==> src/rtl/ps2_device_tx.sv <==
// Device-side PS/2 transmitter: queues scan-code bytes and clocks 11-bit frames onto the open-drain pair.
// Latency: first clock fall CLK_DIV+1 cycles after a push once the bus has idled; frame = 22*CLK_DIV cycles.
// Backpressure: tx_ready drops when the byte FIFO is full; a push while full is dropped and sets overflow.

module ps2_tx_fifo #(
    parameter int W  = 8,
    parameter int AW = 4
) (
    input  logic          clk_sys,
    input  logic          reset_n,
    input  logic          push,
    input  logic [W-1:0]  push_dat,
    input  logic          pop,
    output logic [W-1:0]  head_dat,
    output logic [AW:0]   level,
    output logic          full,
    output logic          empty
);
    localparam int DEPTH = 1 << AW;
    localparam logic [AW:0] FULL_LVL = DEPTH[AW:0];

    logic [W-1:0]  mem [DEPTH];
    logic [AW-1:0] wr_ptr;
    logic [AW-1:0] rd_ptr;
    logic [AW:0]   level_n;
    logic          do_push;
    logic          do_pop;

    assign do_push  = push && !full;
    assign do_pop   = pop && !empty;
    assign head_dat = mem[rd_ptr];

    always_comb begin
        level_n = level;
        if (do_push && !do_pop)
            level_n = level + 1'b1;
        else if (!do_push && do_pop)
            level_n = level - 1'b1;
    end

    always_ff @(posedge clk_sys or negedge reset_n) begin
        if (!reset_n) begin
            wr_ptr <= '0;
            rd_ptr <= '0;
            level  <= '0;
            full   <= 1'b0;
            empty  <= 1'b1;
        end else begin
            if (do_push) wr_ptr <= wr_ptr + 1'b1;
            if (do_pop)  rd_ptr <= rd_ptr + 1'b1;
            level <= level_n;
            full  <= (level_n == FULL_LVL);
            empty <= (level_n == '0);
        end
    end

    always_ff @(posedge clk_sys) begin
        if (do_push) mem[wr_ptr] <= push_dat;
    end
endmodule

module ps2_device_tx #(
    parameter int CLK_DIV     = 2000,
    parameter int IDLE_CYCLES = 2500,
    parameter int FIFO_AW     = 4
) (
    input  logic               clk_sys,
    input  logic               reset_n,
    input  logic [7:0]         tx_data,
    input  logic               tx_valid,
    output logic               tx_ready,
    output logic               ps2_clk_out,
    output logic               ps2_data_out,
    input  logic               ps2_clk_in,
    input  logic               ps2_data_in,
    output logic               busy,
    output logic [FIFO_AW:0]   fifo_level,
    output logic               overflow
);
    localparam int CW     = (CLK_DIV > 1) ? $clog2(CLK_DIV) : 1;
    localparam int IW     = $clog2(IDLE_CYCLES + 1);
    // The inhibit check must wait out the synchroniser after releasing the clock;
    // a very short half-period clamps the wait to its last cycle.
    localparam int SETTLE = (CLK_DIV > 4) ? 4 : CLK_DIV - 1;
    localparam logic [CW-1:0] CNT_LAST  = CW'(CLK_DIV - 1);
    localparam logic [CW-1:0] CNT_SETTL = CW'(SETTLE);
    localparam logic [IW-1:0] IDLE_DONE = IW'(IDLE_CYCLES);

    typedef enum logic {WAIT_IDLE, SEND} state_t;
    typedef enum logic {PH_HIGH, PH_LOW} phase_t;

    state_t        state_q, state_n;
    phase_t        phase_q, phase_n;
    logic [3:0]    bit_q, bit_n;
    logic [CW-1:0] cnt_q, cnt_n;
    logic [IW-1:0] idle_q, idle_n;
    logic          clk_n, dat_n, busy_n;
    logic [1:0]    clk_sync, dat_sync;
    logic          sclk, sdat;
    logic          fifo_pop, fifo_full, fifo_empty;
    logic [7:0]    head;
    logic [10:0]   frame;

    always_ff @(posedge clk_sys or negedge reset_n) begin
        if (!reset_n) begin
            clk_sync <= 2'b11;
            dat_sync <= 2'b11;
        end else begin
            clk_sync <= {clk_sync[0], ps2_clk_in};
            dat_sync <= {dat_sync[0], ps2_data_in};
        end
    end
    assign sclk = clk_sync[1];
    assign sdat = dat_sync[1];

    ps2_tx_fifo #(.W(8), .AW(FIFO_AW)) u_fifo (
        .clk_sys  (clk_sys),
        .reset_n  (reset_n),
        .push     (tx_valid),
        .push_dat (tx_data),
        .pop      (fifo_pop),
        .head_dat (head),
        .level    (fifo_level),
        .full     (fifo_full),
        .empty    (fifo_empty)
    );
    assign tx_ready = !fifo_full;
    assign frame    = {1'b1, ~^head, head, 1'b0};

    always_comb begin
        state_n  = state_q;
        phase_n  = phase_q;
        bit_n    = bit_q;
        cnt_n    = cnt_q;
        idle_n   = idle_q;
        fifo_pop = 1'b0;
        case (state_q)
            WAIT_IDLE: begin
                if (sclk && sdat) begin
                    if (idle_q != IDLE_DONE) idle_n = idle_q + 1'b1;
                end else begin
                    idle_n = '0;
                end
                if (idle_q == IDLE_DONE && sclk && sdat && !fifo_empty) begin
                    state_n = SEND;
                    phase_n = PH_HIGH;
                    bit_n   = 4'd0;
                    cnt_n   = '0;
                    idle_n  = '0;
                end
            end
            SEND: begin
                if (phase_q == PH_HIGH) begin
                    if (cnt_q >= CNT_SETTL && bit_q <= 4'd9 && !sclk) begin
                        // Host inhibit: drop the frame, keep the byte for a full resend.
                        state_n = WAIT_IDLE;
                        idle_n  = '0;
                    end else if (cnt_q == CNT_LAST) begin
                        phase_n = PH_LOW;
                        cnt_n   = '0;
                    end else begin
                        cnt_n = cnt_q + 1'b1;
                    end
                end else if (cnt_q == CNT_LAST) begin
                    cnt_n = '0;
                    if (bit_q < 4'd10) begin
                        bit_n   = bit_q + 1'b1;
                        phase_n = PH_HIGH;
                    end else begin
                        state_n  = WAIT_IDLE;
                        idle_n   = '0;
                        fifo_pop = 1'b1;
                    end
                end else begin
                    cnt_n = cnt_q + 1'b1;
                end
            end
            default: state_n = WAIT_IDLE;
        endcase

        busy_n = (state_n == SEND);
        clk_n  = !(busy_n && phase_n == PH_LOW);
        dat_n  = busy_n ? frame[bit_n] : 1'b1;
    end

    always_ff @(posedge clk_sys or negedge reset_n) begin
        if (!reset_n) begin
            state_q      <= WAIT_IDLE;
            phase_q      <= PH_HIGH;
            bit_q        <= 4'd0;
            cnt_q        <= '0;
            idle_q       <= '0;
            ps2_clk_out  <= 1'b1;
            ps2_data_out <= 1'b1;
            busy         <= 1'b0;
            overflow     <= 1'b0;
        end else begin
            state_q      <= state_n;
            phase_q      <= phase_n;
            bit_q        <= bit_n;
            cnt_q        <= cnt_n;
            idle_q       <= idle_n;
            ps2_clk_out  <= clk_n;
            ps2_data_out <= dat_n;
            busy         <= busy_n;
            if (tx_valid && fifo_full) overflow <= 1'b1;
        end
    end
endmodule
==> config.mk <==
export PLATFORM = sky130hd
export DESIGN_NAME = ps2_device_tx
export DESIGN_NICKNAME = d
export VERILOG_FILES = /design/src/rtl/ps2_device_tx.sv
export SDC_FILE = /design/constraint.sdc
export NUM_CORES = 1
export LEC_CHECK = 0
export CORE_MARGIN = 4
export CORE_UTILIZATION = 55
export DETAILED_ROUTE_END_ITERATION = 16
export PLACE_DENSITY = 0.79
export SKIP_LAST_GASP = 1
export SYNTH_ARGS = -nofsm -noshare
export SYNTH_HDL_FRONTEND = slang
export SYNTH_SLANG_ARGS = --single-unit
==> constraint.sdc <==
create_clock -name clk_sys -period 2.7 [get_ports clk_sys]
set_clock_uncertainty 0.05 [all_clocks]
set_input_delay 0.405 -clock clk_sys [delete_from_list [all_inputs] [get_ports clk_sys]]
set_output_delay 0.405 -clock clk_sys [all_outputs]
set_load 0.02 [all_outputs]
==> summary.md <==
| Metric | Value |
|---|---|
| Slowest CP cell | or4_4 |
| Arrival @ worst endpoint | 2.93 ns |
| Max frequency | around 380 MHz |
| H-tree levels | 4 |
| Mapped Cells | 521 |
| Status | complete, no violations |
| Core Util, Final | 64.17% |
| Slew headroom | between 40% and 50% |
| Reg2reg path depth | 8 |
| Type of origin of the critical path | register |
| Yosys warns | 0 |
| Internal power | about 4.8 mW |
| Starting Density | 56.07% |
| Gr usage total | 20.44% |
| Worst Path Required | 3.01 ns |
| Asr flop ratio synth | between 20 and 30% |
| Clock share of power | 35.7% |
| Logic pwr share | between 10 and 15% |
| Largest net degree at the start of global routing | 36 |
| Routed vias/inst | 6.040 |
| Die area | roughly 16000 um^2 |
| Core Region | 13830 um^2 |
| Crit. End Element | register |
| Launching point of the worst reg2reg path | cnt_q[5] |
| First-pass GRT wire length | 24900 um |
| Initial antenna violation count | 0 |
| Worst Hold Class | register to register |
| Hold path startpoint | clk_sync[0] |
| Port Buf Inserts | 22 |
| Clock tree buffer depth | 2 |
| Main area contributors after synthesis | edfxtp_1, dfrtp_1, mux4_2 |
| Worst vdd ir | roughly 0.55 mV |
| Path type of the worst setup path | register to register |
| TritonCTS clock tree | done |
| Synthesized cell area | just under 8000 um^2 |
| Share of post-route cells with drive strength above 1 | ~17% |
| Final setup violation count | 0 |
| # IOs | 23 |
| Hold WS | 0.3069 ns |
| Die Span Y | around 130 um |
| Switching share of total power | a little over a quarter |
| Worst hold endpoint | clk_sync[1] |
| Flop and latch count out of synthesis | around 180 |
| Residual DRC | 0 |
| Post-Syn Area per Cell | 14.88 um^2 |
| Final min period | 2.618 ns |
| DR vias | 4542 |
| Die width | between 100 and 150 um |
| Pre-antenna DRT Iters | 5 |
| Synthesized net count | 548 |
| Flop pwr share | 51.6% |
| Clk slew on worst S/H paths | about 0.070 ns |
| Critical Path Max Stage Delay | 0.55 ns |
| RSZ-0062 raised after global routing | yes |
| Routed len/inst | between 20 and 25 um |
| Fillers | 926 |
| Fin cells | 752 |
| Final period util | between 90% and 100% |
| Number of global-route vias before repair | 4653 |
| Post-synth EDFFs | 128 |
| Max-cap violations | 0 |
| Worst Tran Pin Value | 0.7525 ns |
| Gpl congestion | 0.7487 |
| Clk sink count | 179 |
| # placed instances | 717 |
| Leakage Power | 3.157 nW |
| Register area share after synthesis | 66.16% |
| R2r endpoint | u_fifo.full |
| 1st-iter DRT viols | 395 |
| Max-slew violations | 0 |
| Total Wirelength | 15390 um |
| CP max FO | 9 |
| Largest area contributor in the netlist | edfxtp_1 |
| Dpl hpwl | 9885 um |
| Final Hold Viols | 0 |
| Primary FF master, synth | edfxtp_1 |
| Worst slack, placed | 0.02382 ns |
| TritonCTS Buffers | 17 |
| Row cnt | 43 |
| Post-route ant nets | 0 |
| Setup slack, reg-to-reg | 0.08 ns |
| Worst Hold Depth | 0 |
| Cell chain of the critical path | or3b_4, nor4_4, nand2_4, and3_4, a31oi_2, xnor2_1, or4_4, nor2b_2 |
| Antenna Cells | 0 |
| Worst-Skew Late Latency | 0.44 ns |
| Switching power of the nets | 1.772 mW |
| P per Cell Area | 743.7 nW/um^2 |
| Nets | 586 |
| Area share of the largest cell type after synthesis | 49.58% |
| Root buffer cell | clkbuf_16 |
| Worst setup margin | ~0.082 ns |
| Area Overhead vs Synth | 14.44% |
| Total grt overflow | 0 |
| Cell variety after synth | 51 |
## Yosys cell counts, types with 2 or more instances
master    count
a21oi_1       9
a22oi_1      16
a31oi_1       3
and2_1       18
and3_1       15
and3b_1       2
buf_1         4
buf_2         3
clkbuf_1     12
dfrtp_1      44
dfstp_2       7
edfxtp_1    128
ha_1         14
inv_1        16
maj3_1        2
mux2i_1       6
mux4_2       32
nand2_1      37
nand2b_1      7
nand3_1      10
nand4_1       4
nor2_1       26
nor2b_1       6
nor3_1        6
nor3b_1       4
nor4_1        2
nor4b_1       3
o21ai_0      36
o21ai_1       2
o21bai_1      2
o22ai_1       2
o31ai_1       5
o41ai_1       2
or2_2         2
xnor2_1      18
## through the flow
| stage | total power, mW | area [um^2] | TNS, ns |
|---|---|---|---|
| after floorplan | 3.932 | 7752 | 0 |
| after global placement | 4.234 | 8254 | 0 |
| after detailed placement | 4.294 | 8254 | 0 |
| after CTS | 6.638 | 8832 | 0 |
| after global routing | 6.863 | 8872 | -0.01020 |
| final | 6.598 | 8872 | 0 |
## power by group through the flow
stage          logic [mW]  registers [mW]  clock network (mW)
2_1_floorplan       0.467            3.46                   0
3_5_place_dp        0.837            3.46                   0
5_1_grt             0.913            3.44                2.51
4_1_cts             0.842            3.41                2.39
3_3_place_gp        0.798            3.44                   0
6_report            0.834            3.41                2.36
## what timing repair did
| action | in CTS | in global routing |
|---|---|---|
| hold buffers | 1 | 0 |
| setup buffers | 0 | 2 |
| resized for setup | 0 | 6 |
| endpoints found under the setup margin | 0 | 4 |
| hold endpoints to repair | 20 | 0 |
## sequential cells by signal, indices dropped and copies added, names as in the netlist
register       cells
dat_sync           2
u_fifo.empty       1
phase_q            1
state_q            1
u_fifo.full        1
idle_q            12
ps2_data_out       1
bit_q              4
u_fifo.rd_ptr      4
u_fifo.mem       128
clk_sync           2
overflow           1
u_fifo.wr_ptr      4
u_fifo.level       5
cnt_q             11
ps2_clk_out        1
## logic make-up (layout without fill, tap and decap cells)
group	count (synthesis)	after routing	synth area share (%)
and+or+nand+nor	153	153	11.02
buffers and inverters	35	86	1.743
muxes	38	38	10.07
DFF	179	179	66.16
AOI/OAI and AO/OA	82	82	6.456
adders and majority gates	16	16	2.518
xor gates and xnor gates	18	18	2.034
## how the worst max path moves through the flow
stage	start	to	cells after the start
3_5_place_dp	tx_valid	u_fifo.mem[1][0]	5
3_3_place_gp	cnt_q[5]	u_fifo.empty	8
4_1_cts	cnt_q[0]	u_fifo.full	9
6_report	cnt_q[5]	u_fifo.full	8
5_1_grt	cnt_q[5]	u_fifo.empty	8
2_1_floorplan	u_fifo.rd_ptr[0]	ps2_data_out	10
## per-layer routing
layer / track usage (%) / part of all wire, %
met1: 24.35 / 40
met2: 35.65 / 53
met3: 4.926 / 4.7
met4: 8.517 / 2.6
met5: 0 / 0
## area by class of cell
class                   instances  area, um^2  area share (%)
inverters                      16       60.06          0.6769
well taps                     180       225.2           2.538
repair buffers                 38       375.4           4.231
clock buffers                  18       429.2           4.837
flip-flops and latches        179        5130           57.82
clock inverters                14       138.9           1.565
multi-input cells             307        2514           28.33
## critical path: cells and delay by family, from the launching register on
| kind | cells | cell delay (ns) |
|---|---|---|
| compound gates | 1 | 0.19 |
| simple gates | 6 | 1.74 |
| flops | 1 | 0.45 |
| xor+xnor | 1 | 0.11 |
## cell usage in the layout, fill, tap and decap left out, drive strengths merged, types with 3 or more instances in the layout
| cell type | n |
|---|---|
| edfxtp | 128 |
| dfrtp | 44 |
| nand2 | 38 |
| o21ai | 38 |
| mux4 | 32 |
| nor2 | 26 |
| inv | 22 |
| clkdlybuf4s50 | 21 |
| xnor2 | 18 |
| and2 | 18 |
| clkbuf | 18 |
| and3 | 16 |
| a22oi | 16 |
| buf | 16 |
| ha | 14 |
| nand3 | 10 |
| a21oi | 9 |
| clkinv | 8 |
| nand2b | 7 |
| dfstp | 7 |
| nor2b | 7 |
| nor3 | 6 |
| mux2i | 6 |
| o31ai | 5 |
| nand4 | 5 |
| a31oi | 4 |
| nor3b | 4 |
| nor4b | 3 |
| nor4 | 3 |
Note: power is estimated with default switching activity, not from simulation.
